[src/rtl/cfg_stream_writer_pkg.sv]
// Shared constants for the configuration stream writer: module selects,
// header field layout, error codes and FSM state encoding.
package cfg_pkg;

  localparam logic [1:0] MOD_IBF_NET = 2'd0;
  localparam logic [1:0] MOD_IBF_MUX = 2'd1;
  localparam logic [1:0] MOD_BV      = 2'd2;
  localparam logic [1:0] MOD_BF      = 2'd3;

  localparam int HDR_MOD_LSB  = 0;
  localparam int HDR_MOD_W    = 2;
  localparam int HDR_SRAM_LSB = 2;
  localparam int HDR_SRAM_W   = 8;
  localparam int HDR_ADDR_LSB = 10;
  localparam int HDR_ADDR_W   = 7;
  localparam int HDR_CNT_LSB  = 17;
  localparam int HDR_CNT_W    = 8;

  typedef enum logic [1:0] {
    ERR_NONE       = 2'd0,
    ERR_ADDR_OVF   = 2'd1,
    ERR_EARLY_LAST = 2'd2,
    ERR_MISS_LAST  = 2'd3
  } err_code_t;

  typedef enum logic [1:0] {
    ST_IDLE  = 2'd0,
    ST_DATA  = 2'd1,
    ST_DRAIN = 2'd2
  } state_t;

endpackage

[src/rtl/cfg_stream_writer_if.sv]
// Host word stream (valid/ready) plus the outgoing config write bus.
// master = host loader side, slave = the writer.
interface cfg_stream_writer_if #(
  parameter int DATA_W     = 64,
  parameter int ADDR_W     = 7,
  parameter int SRAM_SEL_W = 8,
  parameter int SEL_W      = 2
);
  logic                  s_valid;
  logic                  s_ready;
  logic [DATA_W-1:0]     s_data;
  logic                  s_last;
  logic [SEL_W-1:0]      cfg_sel_module;
  logic [SRAM_SEL_W-1:0] cfg_sram_sel;
  logic [ADDR_W-1:0]     cfg_addr_write;
  logic                  cfg_wr_en;
  logic [DATA_W-1:0]     cfg_data;

  modport master (
    output s_valid, s_data, s_last,
    input  s_ready,
    input  cfg_sel_module, cfg_sram_sel, cfg_addr_write, cfg_wr_en, cfg_data
  );

  modport slave (
    input  s_valid, s_data, s_last,
    output s_ready,
    output cfg_sel_module, cfg_sram_sel, cfg_addr_write, cfg_wr_en, cfg_data
  );
endinterface

[src/rtl/cfg_stream_writer_depth_check.sv]
// Per-module SRAM depth lookup; flags whether an address falls inside the
// target module's SRAM.
module cfg_depth_check
  import cfg_pkg::*;
#(
  parameter int SEL_W    = 2,
  parameter int ADDR_W   = 7,
  parameter int DEPTH_M0 = 3,
  parameter int DEPTH_M1 = 4,
  parameter int DEPTH_M2 = 64,
  parameter int DEPTH_M3 = 96
) (
  input  logic [SEL_W-1:0]  mod,
  input  logic [ADDR_W-1:0] addr,
  output logic              in_range
);

  logic [31:0] depth;

  // Select depth of the addressed module and compare.
  always_comb begin
    depth = 32'(DEPTH_M0);
    case (mod)
      MOD_IBF_NET: depth = 32'(DEPTH_M0);
      MOD_IBF_MUX: depth = 32'(DEPTH_M1);
      MOD_BV:      depth = 32'(DEPTH_M2);
      MOD_BF:      depth = 32'(DEPTH_M3);
      default:     depth = 32'(DEPTH_M0);
    endcase
    in_range = 32'(addr) < depth;
  end

endmodule

[src/rtl/cfg_stream_writer.sv]
// Config write initiator: turns header+payload packets from the host loader
// into registered config writes with auto-incrementing addresses, depth
// checking and framing checks reported through sticky error status.
//
// state    | meaning
// ST_IDLE  | waiting for a header word
// ST_DATA  | issuing one write per accepted payload word
// ST_DRAIN | discarding words until s_last after a framing error
module cfg_stream_writer
  import cfg_pkg::*;
#(
  parameter int DATA_W     = 64,
  parameter int ADDR_W     = 7,
  parameter int SRAM_SEL_W = 8,
  parameter int SEL_W      = 2,
  parameter int DEPTH_M0   = 3,
  parameter int DEPTH_M1   = 4,
  parameter int DEPTH_M2   = 64,
  parameter int DEPTH_M3   = 96
) (
  input  logic                clk,
  input  logic                rst_n,
  cfg_stream_writer_if.slave  bus,
  output logic                busy,
  output logic                done,
  output logic                err,
  output logic [1:0]          err_code,
  input  logic                err_clr
);

  localparam logic [HDR_CNT_W-1:0] CNT_ONE = HDR_CNT_W'(1);

  state_t                 state_q, state_d;
  logic [SEL_W-1:0]       mod_q;
  logic [SRAM_SEL_W-1:0]  sram_q;
  logic [ADDR_W-1:0]      addr_q;
  logic [HDR_CNT_W-1:0]   rem_q;
  logic                   rdy_q;
  logic                   acc;
  logic                   in_range;
  logic                   done_d;
  logic                   err_set;
  err_code_t              err_new;

  logic [SEL_W-1:0]       hdr_mod;
  logic [SRAM_SEL_W-1:0]  hdr_sram;
  logic [ADDR_W-1:0]      hdr_addr;
  logic [HDR_CNT_W-1:0]   hdr_cnt;

  assign acc      = bus.s_valid & bus.s_ready;
  assign hdr_mod  = bus.s_data[HDR_MOD_LSB  +: HDR_MOD_W];
  assign hdr_sram = bus.s_data[HDR_SRAM_LSB +: HDR_SRAM_W];
  assign hdr_addr = bus.s_data[HDR_ADDR_LSB +: HDR_ADDR_W];
  assign hdr_cnt  = bus.s_data[HDR_CNT_LSB  +: HDR_CNT_W];

  cfg_depth_check #(
    .SEL_W    (SEL_W),
    .ADDR_W   (ADDR_W),
    .DEPTH_M0 (DEPTH_M0),
    .DEPTH_M1 (DEPTH_M1),
    .DEPTH_M2 (DEPTH_M2),
    .DEPTH_M3 (DEPTH_M3)
  ) u_depth_check (
    .mod      (mod_q),
    .addr     (addr_q),
    .in_range (in_range)
  );

  // State register.
  always_ff @(posedge clk or negedge rst_n) begin
    if (!rst_n) state_q <= ST_IDLE;
    else        state_q <= state_d;
  end

  // Next state, done and error detection; address overflow takes priority
  // when one word triggers both an overflow and a framing error.
  always_comb begin
    state_d = state_q;
    done_d  = 1'b0;
    err_set = 1'b0;
    err_new = ERR_NONE;
    case (state_q)
      ST_IDLE: if (acc) begin
        if (hdr_cnt == '0) begin
          if (bus.s_last) begin
            done_d = 1'b1;
          end else begin
            state_d = ST_DRAIN;
            err_set = 1'b1;
            err_new = ERR_MISS_LAST;
          end
        end else if (bus.s_last) begin
          err_set = 1'b1;
          err_new = ERR_EARLY_LAST;
        end else begin
          state_d = ST_DATA;
        end
      end
      ST_DATA: if (acc) begin
        if (!in_range) begin
          err_set = 1'b1;
          err_new = ERR_ADDR_OVF;
        end
        if (rem_q == CNT_ONE) begin
          if (bus.s_last) begin
            done_d  = 1'b1;
            state_d = ST_IDLE;
          end else begin
            state_d = ST_DRAIN;
            if (!err_set) begin
              err_set = 1'b1;
              err_new = ERR_MISS_LAST;
            end
          end
        end else if (bus.s_last) begin
          state_d = ST_IDLE;
          if (!err_set) begin
            err_set = 1'b1;
            err_new = ERR_EARLY_LAST;
          end
        end
      end
      ST_DRAIN: if (acc && bus.s_last) state_d = ST_IDLE;
      default: state_d = ST_IDLE;
    endcase
  end

  // Status outputs; ready comes from a register so it stays low in reset.
  always_comb begin
    bus.s_ready = rdy_q;
    busy        = (state_q != ST_IDLE);
  end

  // Header latch, address/count tracking and the registered write port.
  always_ff @(posedge clk or negedge rst_n) begin
    if (!rst_n) begin
      rdy_q              <= 1'b0;
      done               <= 1'b0;
      mod_q              <= '0;
      sram_q             <= '0;
      addr_q             <= '0;
      rem_q              <= '0;
      bus.cfg_wr_en      <= 1'b0;
      bus.cfg_data       <= '0;
      bus.cfg_addr_write <= '0;
      bus.cfg_sel_module <= '0;
      bus.cfg_sram_sel   <= '0;
    end else begin
      rdy_q         <= 1'b1;
      done          <= done_d;
      bus.cfg_wr_en <= 1'b0;
      if (state_q == ST_IDLE && acc) begin
        mod_q  <= hdr_mod;
        sram_q <= hdr_sram;
        addr_q <= hdr_addr;
        rem_q  <= hdr_cnt;
      end
      if (state_q == ST_DATA && acc) begin
        bus.cfg_wr_en      <= in_range;
        bus.cfg_data       <= bus.s_data;
        bus.cfg_addr_write <= addr_q;
        bus.cfg_sel_module <= mod_q;
        bus.cfg_sram_sel   <= sram_q;
        addr_q             <= addr_q + ADDR_W'(1);
        rem_q              <= rem_q - CNT_ONE;
      end
    end
  end

  // Sticky error: keep the first code; a new error beats a same-cycle clear.
  always_ff @(posedge clk or negedge rst_n) begin
    if (!rst_n) begin
      err      <= 1'b0;
      err_code <= 2'd0;
    end else if (err_set && (!err || err_clr)) begin
      err      <= 1'b1;
      err_code <= err_new;
    end else if (err_clr) begin
      err      <= 1'b0;
      err_code <= 2'd0;
    end
  end

endmodule

[src/flat_wrapper.sv]
// flat-port wrapper written by rule: the top's interface ports become plain ports
module cfg_stream_writer_flat import cfg_pkg::*;
#(
  parameter int DATA_W     = 64,
  parameter int ADDR_W     = 7,
  parameter int SRAM_SEL_W = 8,
  parameter int SEL_W      = 2,
  parameter int DEPTH_M0   = 3,
  parameter int DEPTH_M1   = 4,
  parameter int DEPTH_M2   = 64,
  parameter int DEPTH_M3   = 96
)
  (clk, rst_n, busy, done, err, err_code, err_clr, bus_s_valid, bus_s_data, bus_s_last, bus_s_ready, bus_cfg_sel_module, bus_cfg_sram_sel, bus_cfg_addr_write, bus_cfg_wr_en, bus_cfg_data);
  cfg_stream_writer_if #(.DATA_W(DATA_W), .ADDR_W(ADDR_W), .SRAM_SEL_W(SRAM_SEL_W), .SEL_W(SEL_W)) bus_i ();
  input  logic clk;
  input  logic rst_n;
  output logic busy;
  output logic done;
  output logic err;
  output logic [1:0] err_code;
  input  logic err_clr;
  input wire logic [$bits(bus_i.s_valid)-1:0] bus_s_valid;
  input wire logic [$bits(bus_i.s_data)-1:0] bus_s_data;
  input wire logic [$bits(bus_i.s_last)-1:0] bus_s_last;
  output wire logic [$bits(bus_i.s_ready)-1:0] bus_s_ready;
  output wire logic [$bits(bus_i.cfg_sel_module)-1:0] bus_cfg_sel_module;
  output wire logic [$bits(bus_i.cfg_sram_sel)-1:0] bus_cfg_sram_sel;
  output wire logic [$bits(bus_i.cfg_addr_write)-1:0] bus_cfg_addr_write;
  output wire logic [$bits(bus_i.cfg_wr_en)-1:0] bus_cfg_wr_en;
  output wire logic [$bits(bus_i.cfg_data)-1:0] bus_cfg_data;
  assign bus_i.s_valid = bus_s_valid;
  assign bus_i.s_data = bus_s_data;
  assign bus_i.s_last = bus_s_last;
  assign bus_s_ready = bus_i.s_ready;
  assign bus_cfg_sel_module = bus_i.cfg_sel_module;
  assign bus_cfg_sram_sel = bus_i.cfg_sram_sel;
  assign bus_cfg_addr_write = bus_i.cfg_addr_write;
  assign bus_cfg_wr_en = bus_i.cfg_wr_en;
  assign bus_cfg_data = bus_i.cfg_data;
  cfg_stream_writer #(.DATA_W(DATA_W), .ADDR_W(ADDR_W), .SRAM_SEL_W(SRAM_SEL_W), .SEL_W(SEL_W), .DEPTH_M0(DEPTH_M0), .DEPTH_M1(DEPTH_M1), .DEPTH_M2(DEPTH_M2), .DEPTH_M3(DEPTH_M3)) u_core (.clk(clk), .rst_n(rst_n), .bus(bus_i), .busy(busy), .done(done), .err(err), .err_code(err_code), .err_clr(err_clr));
endmodule
[config.mk]
export PLATFORM = sky130hd
export DESIGN_NAME = cfg_stream_writer_flat
export DESIGN_NICKNAME = d
export VERILOG_FILES = /design/src/rtl/cfg_stream_writer_pkg.sv /design/src/rtl/cfg_stream_writer_if.sv /design/src/rtl/cfg_stream_writer_depth_check.sv /design/src/rtl/cfg_stream_writer.sv /design/src/flat_wrapper.sv
export SDC_FILE = /design/constraint.sdc
export NUM_CORES = 1
export LEC_CHECK = 0
export ABC_AREA = 1
export ABC_CLOCK_PERIOD_IN_PS = 2050
export CAP_MARGIN = 20
export CORE_ASPECT_RATIO = 1.5
export CORE_MARGIN = 2
export CORE_UTILIZATION = 46
export CTS_CLUSTER_DIAMETER = 60
export DETAILED_ROUTE_END_ITERATION = 8
export GPL_ROUTABILITY_DRIVEN = 0
export PLACE_DENSITY_LB_ADDON = 0.05
export SLEW_MARGIN = 5
export SYNTH_ARGS = -nofsm -noshare
export SYNTH_HDL_FRONTEND = slang
export SYNTH_SLANG_ARGS = --single-unit
[constraint.sdc]
create_clock -name clk -period 2.05 [get_ports clk]
set_input_delay 0.205 -clock clk [delete_from_list [all_inputs] [get_ports clk]]
set_output_delay 0.205 -clock clk [all_outputs]
set_load 0.01 [all_outputs]
---- Yosys cells after proc, flatten, opt, wreduce, memory -nomap -nowiden ----
Index checks and enable logic that the tools add are counted.
cells by class
  $add $sub $neg .......................... 2
  $lt $le $gt $ge ......................... 1
  equality and inequality tests ........... 11
  multiplexer cells ....................... 49
  bitwise operators ....................... 1
  reduce and logical (&&, ||, !) cells .... 13
operators by type and width
  operator                                               count
  one-hot mux 32 bit (4 select lines)                    1
  two-way mux 2 bit                                      21
  < comparator 7 x 32 -> 1 bit                           1
  two-way mux 1 bit                                      19
  two-way mux 8 bit                                      2
  two-way mux 7 bit                                      2
  equality test 8 x 1 -> 1 bit, second input constant    1
  logical NOT 8 bit                                      1
  subtractor 8 x 1 -> 8 bit, second input constant       1
  adder 7 x 1 -> 7 bit, second input constant            1
  equality test 2 bit, second input constant             3
  inequality test 2 x 1 -> 1 bit, second input constant  3
  one-hot mux 2 bit (3 select lines)                     1
  nonzero test 2 bit                                     3
  AND reduction 5 bit                                    1
  equality test 2 x 1 -> 1 bit, second input constant    2
  logical AND 1 bit                                      4
  logical NOT 2 bit                                      2
  one-hot mux 1 bit (2 select lines)                     2
  one-hot mux 2 bit (2 select lines)                     1
  inequality test 3 x 2 -> 1 bit, second input constant  1
  inequality test 2 bit, second input constant           1
  bitwise AND 1 bit                                      1
  logical NOT 1 bit                                      1
  logical OR 1 bit                                       1
word-level totals
  register bits ........................... 114
  bits of input ports ..................... 69
  output and inout bits ................... 88
  logic and storage cells ................. 91

---- Logic depth before layout (Yosys ltp) ----
Gate-level depths: netlist of run 1.
  depth in word-level cells ............... 12
  mapped depth ............................ 13
  gate-level depth less buffers ........... 13

---- Hierarchy ----
Synthesis of run 1 repeated with hierarchy kept, for this count alone.
unflattened totals
  cell total of the unflattened synthesis .. 579
  area total of the unflattened synthesis .. 4,919.7 um^2
modules (own cells, without submodules)
  module             instances  cells an instance  area an instance (um^2)  sequential area each (um^2)
  cfg_stream_writer  1          557                4,778.3                  2,852.7
  cfg_depth_check    1          22                 141.4                    0.0

---- Worst setup path before layout of run 1 ----
OpenSTA, ideal clock, no wires.
  kind .................................... reg-to-reg
  from .................................... reg u_core.mod_q[0]
  to ...................................... reg u_core.err_code[0]
  library setup time ...................... 65 ps
  data arrival time ....................... 1,441 ps
  data required time ...................... 1,985 ps
  slack ................................... 544 ps
  cell stages (with the launch flop) ...... 14
  path buffers ............................ 0
  clock period less this slack ............ 1,506 ps
  cell sequence ........................... dfrtp_1 nor2_1 inv_1 ha_1 nand2_1 nand2_1 nand2_1 nand2_1 nand2_1 nand2_1 nand2_1 nor2_1 nand2_1 nand2_1
between the ends
  word-level cells in the longest chain between the ends .. 12
  elaborated cells on any way between the ends .. 25
  classes of those cells .................. order compare: 1; eq/ne: 3; mux: 18; reduce/logical: 3
ends and longest elaborated chain
  what                                                                            line                                               RTL
  start, declared                                                                 cfg_stream_writer.sv:34                            logic [SEL_W-1:0] mod_q;
  start signal, assigned                                                          cfg_stream_writer.sv:153                           mod_q <= hdr_mod;
  equality test 2 bit (tied with other cells)                                     cfg_stream_writer_depth_check.sv:23                case (mod)
  one-hot mux 32 bit (4 select lines) (*)                                         cfg_stream_writer_depth_check.sv:23
  < comparator 7 x 32 -> 1 bit (*)                                                cfg_stream_writer_depth_check.sv:30                in_range = 32'(addr) < depth;
  two-way mux 1 bit                                                               cfg_stream_writer.sv:100                           if (!in_range) begin
  two-way mux 1 bit                                                               cfg_stream_writer.sv:99                            ST_DATA: if (acc) begin
  two-way mux 1 bit                                                               cfg_stream_writer.sv:82                            case (state_q)
  two-way mux 2 bit (tied with other cells)                                       cfg_stream_writer.sv:117                           if (!err_set) begin
  two-way mux 2 bit (tied with other cells)                                       cfg_stream_writer.sv:115                           end else if (bus.s_last) begin
  two-way mux 2 bit / two-way mux 1 bit (equally long branches)                   cfg_stream_writer.sv:104, cfg_stream_writer.sv:99
  two-way mux 2 bit / one-hot mux 1 bit (2 select lines) (equally long branches)  cfg_stream_writer.sv:99, cfg_stream_writer.sv:82
  one-hot mux 2 bit (2 select lines) / logical AND 1 bit (equally long branches)  cfg_stream_writer.sv:82, cfg_stream_writer.sv:175
  two-way mux 2 bit / nonzero test 2 bit (equally long branches)                  n/a
  end signal, assigned                                                            cfg_stream_writer.sv:177                           err_code <= err_new;
  end, declared                                                                   cfg_stream_writer.sv:27                            output logic [1:0] err_code,
Every way passes the cells marked *; elsewhere a longest branch is shown, timed or not. The select of a mux whose other input is x is not followed.
A chain may end at the register's enable or synchronous reset.

---- Worst setup path after layout of run 1 ----
  from .................................... reg u_core.state_q[1]
  to ...................................... out busy
between the ends
  word-level cells in the longest chain between the ends .. 1
ends and longest elaborated chain
  what                    line                      RTL
  start, declared         cfg_stream_writer.sv:33   state_t state_q, state_d;
  start signal, assigned  cfg_stream_writer.sv:72   else state_q <= state_d;
  nonzero test 2 bit      cfg_stream_writer.sv:131  busy = (state_q != ST_IDLE);
  end, declared           flat_wrapper.sv:17        output logic busy;
Every way passes these cells.

==> results.cfg, run 1 <==
[run]
cap_violations = 0

[yosys]
yosysTopAreaCell = dfrtp_1
synth_top_area_frac = 0.5848
ys_seq_elements = 114
ys_top_cells_by_count = nand2_1, dfrtp_1, inv_1
syn_inst = 562
synth_area_per_cell_sq_um = 8.680
synth_cell_type_count = 34
synth_area_sq_mm = 0.004878
synth_edf_count = 0
ys.warnings.count = 0
synth.net_count = 639
synthArstFlopShare = 1.000
synth_area_leaders = dfrtp_1, nand2_1, o21ai_0
seq_area_frac_synth = 0.5848
yosysMostFrequentCell = nand2_1
synth_ff_type = dfrtp_1

[setup_path]
cp-endpoint = busy
setup.worst_path.class = reg -> out
worstSetupEndpointType = output port
critPathMaxFanout = 6
cp-start-kind = flop
ff2ff_path_depth = 13
worstPathArrival_ns = 1.71
critPathLaunch = u_core.state_q[1]
r2r-start = u_core.mod_q[0]
required_ns = 1.85
r2r_end = u_core.err_code[1]
ff2ff_setup_slack_ns = 0.26

[clock_network]
post_cts_buffers = 0
cts_buffers = 17
htree_levels = 4
cts_tree = done
clock_latency_ns = 0.40
path_clk_slew_ns = 0.05
cts_buffer_depth = 2
clock-sinks = 114
root_buffer = clkbuf_16

[timing]
setup_violations = 0
hold_violations = 0
min_period_over_period = 0.9333
worst_slew_pin_slew_ns = 0.5048
slew_viol_final = 0
min_period_ns = 1.913
finalSetupTns_ns = 0
maxSlewHeadroom = 0.6635
fmax_mhz = 522.7
skew_ns = 0.009038
rsz0062_at_grt = false

[drt]
met3_length_um = 703
ant_nets = 0
met1_length_um = 4785
top_layer_used = met4
first_pass_iters = 5
via_per_inst = 4.890
drt_iter0_drc = 267
route.detailed.drc = 0
postRouteWirelength_um = 12650
met2WireLength_um = 6845
vias = 4313
wire_per_inst_um = 14.35

[global_route]
track_usage = 0.2259
grt_pass1_wl_um = 19890
grt_pass1_vias = 4262
grt_start_max_net_pins = 65
grt_overflow = 0
antenna_found_initial = 0

[outcome]
run_status = complete, no violations

[floorplanning]
initial_core_util = 0.4657
core_sq_mm = 0.01048
die_h_um = 130.1
io_pins = 157
dieArea_sq_mm = 0.01146
rows = 46
die_w_um = 88.09

[final_layout]
drive_gt1_frac = 0.06911
area_growth_pct = 48.24
final_area_sq_mm = 0.007232
antennaDiodeCount = 0
nets = 802

[power_and_ir_drop]
vdd_ir_drop_max_mv = 0.8019
power.density_mw_per_mm2 = 1499
p_leak_uw = 0.003528

[place]
dp_hpwl_um = 9090
port_buffers = 156
dpl_cell_area_sq_mm = 0.006613

[worst_hold_path]
holdCritPathClass = in -> async
==> sequential cells by signal, summed over array words and instances, names as in the netlist <==
register                   cells
u_core.bus.cfg_data           64
u_core.bus.cfg_sram_sel        8
u_core.rem_q                   8
u_core.sram_q                  8
u_core.addr_q                  7
u_core.bus.cfg_addr_write      7
u_core.bus.cfg_sel_module      2
u_core.err_code                2
u_core.mod_q                   2
u_core.state_q                 2
u_core.bus.cfg_wr_en           1
u_core.bus.s_ready             1
u_core.done                    1
u_core.err                     1
==> timing repair <==
| action | CTS | global route |
|---|---|---|
| gates resized for setup | 0 | 0 |
| hold buffers | 1 | 0 |
| endpoints found under the hold margin | 34 | 0 |
==> cells in the final DEF, fill, tap and decap left out, types with 3 or more instances in the layout <==
cell type	instances
nor2_4	3
inv_1	48
clkinv_2	8
inv_2	3
bufinv_16	4
o21ai_0	47
buf_12	4
a21oi_1	6
nand4_1	3
clkbuf_16	17
clkdlybuf4s50_1	155
nand2_1	242
o32ai_1	3
nor2_1	20
o221ai_1	6
dfrtp_1	114
buf_4	6
nand3_1	12
nor3_1	4
ha_1	8
==> how the worst min path moves through the flow <==
| stage | startpoint | end | slack, ns | depth (start not counted) |
|---|---|---|---|---|
| 2_1_floorplan | rst_n | u_core.addr_q[0] | -0.09 | 0 |
| 3_3_place_gp | rst_n | u_core.bus.cfg_data[35] | 0.20 | 1 |
| 3_5_place_dp | rst_n | u_core.bus.cfg_data[35] | 0.21 | 1 |
| 4_1_cts | rst_n | u_core.bus.cfg_data[35] | 0.33 | 2 |
| 5_1_grt | bus_s_data[46] | u_core.bus.cfg_data[46] | 0.34 | 3 |
| 6_report | rst_n | u_core.bus.cfg_data[35] | 0.31 | 2 |
==> where the power goes <==
part	internal, uW	switching [uW]	leakage (uW)
Clock	2050	983	0.000303
Combinational	2070	1920	0.00181
Sequential	3240	574	0.00141
Total	7360	3480	0.00353
==> kinds of logic after synthesis <==
group	after synthesis	share of synthesized area
compound gates	75	0.09002
xor+xnor	2	0.003591
fa+ha+maj	8	0.02052
buf+inv	74	0.06540
flops	114	0.5848
other cells	1	0.0007687
simple gates	288	0.2349
==> stage by stage <==
| step | total power (uW) | utilization | cells | hold slack [ns] | setup WS (ns) |
|---|---|---|---|---|---|
| 2_1_floorplan | 5604 | - | 562 | -0.09059 | 0.5444 |
| 3_3_place_gp | 7762 | 0.6313 | 849 | 0.2021 | 0.09845 |
| 3_5_place_dp | 7884 | 0.6313 | 849 | 0.2071 | 0.03253 |
| 4_1_cts | 10940 | 0.6904 | 882 | 0.3252 | 0.1418 |
| 5_1_grt | 11560 | 0.6904 | 882 | 0.3368 | 0.06745 |
| 6_report | 10840 | 0.6904 | 882 | 0.3115 | 0.1368 |
==> layout make-up <==
type                            instances  area, sq um
Clock buffer                           20        446.7
Multi-Input combinational cell        374         1707
Sequential cell                       114         2853
Clock inverter                         12        162.7
Timing Repair Buffer                  166         1687
Fill cell                             863         3243
Tap cell                              144        180.2
Inverter                               52        196.4
==> metal layers <==
layer,up-vias,GRT usage
met4,0,0.1061
li1,2102,-
met2,131,0.4051
met3,28,0.04934
met5,-,0
met1,2052,0.2518
==> worst max-delay path, stage by stage (launching register included) <==
cell and delay (ns):
dfrtp_1 0.47, nor2_1 0.11, inv_1 0.16, clkdlybuf4s50_1 0.56
(Power assumes the default switching activity.)
==> run 2, diff against run 1 <==
- CORE_UTILIZATION: 46 -> 48
- CTS_BUF_LIST: unset -> sky130_fd_sc_hd__clkbuf_8
- CTS_CLUSTER_DIAMETER: 60 -> unset
==> run 2 against run 1 <==
Effect of this change: critical endpoint unchanged; hold slack worse by 0.0015 ns; sequential cell count stayed put; sequential power hardly changed; cell area is 3.0% lower; via count is 1.2% higher; total power is 8.2% lower.
==> results.cfg, run 2 (same netlist as run 1, synthesis figures left out) <==
[worst_hold_path]
holdCritPathClass = in -> reg
hold_end = u_core.bus.cfg_data[44]
hp-start = bus_s_data[44]
hold_depth = 3

[setup_path]
cp-start-kind = flop
r2r_end = u_core.bus.cfg_data[14]
worstPathArrival_ns = 1.73
ff2ff_path_depth = 7
setup.worst_path.class = reg -> out
ff2ff_setup_slack_ns = 0.13
r2r-start = u_core.state_q[1]
critPathMaxFanout = 6
required_ns = 1.85
worstSetupEndpointType = output port

[power_and_ir_drop]
vdd_ir_drop_max_mv = 0.7519
p_sw_uw = 3407
p_leak_uw = 0.003463
p_int_uw = 6544
finalPower_uw = 9950
swShare = 0.3424
p_comb_frac = 0.407
power.density_mw_per_mm2 = 1418
p_seq_frac = 0.384
p_clk_frac = 0.209

[clock_network]
clock_latency_ns = 0.43
clock-sinks = 114
htree_levels = 4
root_buffer = clkbuf_8
cts_tree = done
cts_buffer_depth = 2
path_clk_slew_ns = 0.07
cts_buffers = 17

[drt]
route.detailed.drc = 0
vias = 4366
drt_iter0_drc = 285
wire_per_inst_um = 14.63
ant_nets = 0
via_per_inst = 5.083
postRouteWirelength_um = 12570
first_pass_iters = 5

[final_layout]
regArea_sq_mm = 0.002853
top_register = u_core.bus.cfg_data
area_growth_pct = 43.86
layout_commonest_cell = nand2_1
layoutNonFillerInstCount = 859
final_cell_mix = nand2_1, clkdlybuf4s50_1, dfrtp_1
multi_input_area_sq_mm = 0.001707
largest_register_ffs = 64
nets = 806
antennaDiodeCount = 0
drive_gt1_frac = 0.07278
nFillCells = 790

[global_route]
grt_pass1_wl_um = 20420
track_usage = 0.2399
grt_pass1_vias = 4336
antenna_found_initial = 0
grt_start_max_net_pins = 115
grt_overflow = 0

[timing]
fmax_mhz = 517.2
skew_ns = 0.006286
maxSlewHeadroom = 0.5897
min_period_ns = 1.934
worst_slew_pin_slew_ns = 0.6154
hold_ws_ns = 0.3100
setup_violations = 0
slew_viol_final = 0
finalSetupTns_ns = 0
min_period_over_period = 0.9432
hold_violations = 0
rsz0062_at_grt = false

[run]
cap_violations = 0

[floorplanning]
core_sq_mm = 0.01002
io_pins = 157
dieArea_sq_mm = 0.01100
rows = 45
die_w_um = 86.32
die_h_um = 127.5
initial_core_util = 0.4868

[place]
place_inst = 826
port_buffers = 156
dp_hpwl_um = 8930

[outcome]
run_status = complete, no violations
## run 2: cell count changes in the layout (fill, tap and decap cells not counted)
cell,previous run,this run
buf_6,0,1
bufinv_16,4,3
clkbuf_16,17,0
clkbuf_8,1,18
inv_1,48,51
clkinv_4,0,1
clkinv_2,8,7
clkbuf_1,2,0
buf_4,6,9
## run 2: worst max path at each step
stage                           start                          to  slack, ns  cells after the start
CTS                 u_core.state_q[1]     u_core.bus.cfg_data[62]       0.06                      7
detailed placement  u_core.state_q[1]     u_core.bus.cfg_data[62]       0.08                      7
global placement    u_core.state_q[1]  u_core.bus.cfg_sram_sel[5]       0.12                      7
finish              u_core.state_q[1]                        busy       0.12                      3
global route        u_core.state_q[1]     u_core.bus.cfg_data[14]       0.01                      7
floorplan             u_core.mod_q[0]          u_core.err_code[0]       0.54                     13
## run 2: power groups by stage
stage	Combinational, uW	Sequential, uW	Clock [uW]
after detailed placement	4070	3850	0
final	4050	3820	2080
after global routing	4500	3940	2230
after CTS	4090	3820	2110
after global placement	3980	3810	0
after floorplan	1460	4140	0
## run 2: through the flow
step           setup slack, ns    util  instance area (sq um)
2_1_floorplan           0.5444       -                   4878
3_3_place_gp            0.1233  0.6594                   6609
3_5_place_dp           0.07832  0.6594                   6609
4_1_cts                0.05907  0.6999                   7014
5_1_grt                0.01058  0.7003                   7018
6_report                0.1163  0.7003                   7018
## run 2: metal layers
metal  vias up  part of all wire  global-route usage
met4         0             0.035              0.1195
li1       2108                 -                   -
met5         -                 0                   0
met1      2064              0.39              0.2748
met3        32             0.051             0.06718
met2       162              0.53              0.4077
## run 2: critical path, cell delays in order (launching register included)
cell and delay, ns:
dfrtp_1 0.48, nor2_1 0.10, inv_1 0.16, clkdlybuf4s50_1 0.57
## run 2: repair_timing
item	CTS	global route
endpoints found under the setup margin	0	35
buffers inserted	0	0
resized for setup	0	1
hold buffers	1	0
hold endpoints to repair	114	0
## run 2: layout make-up
| class | count | area share |
|---|---|---|
| Sequential cell | 114 | 0.4065 |
| Timing Repair Buffer | 170 | 0.2451 |
| Multi-Input combinational cell | 374 | 0.2432 |
| Clock buffer | 18 | 0.03530 |
| Inverter | 52 | 0.02799 |
| Clock inverter | 14 | 0.02104 |
| Tap cell | 117 | 0.02086 |
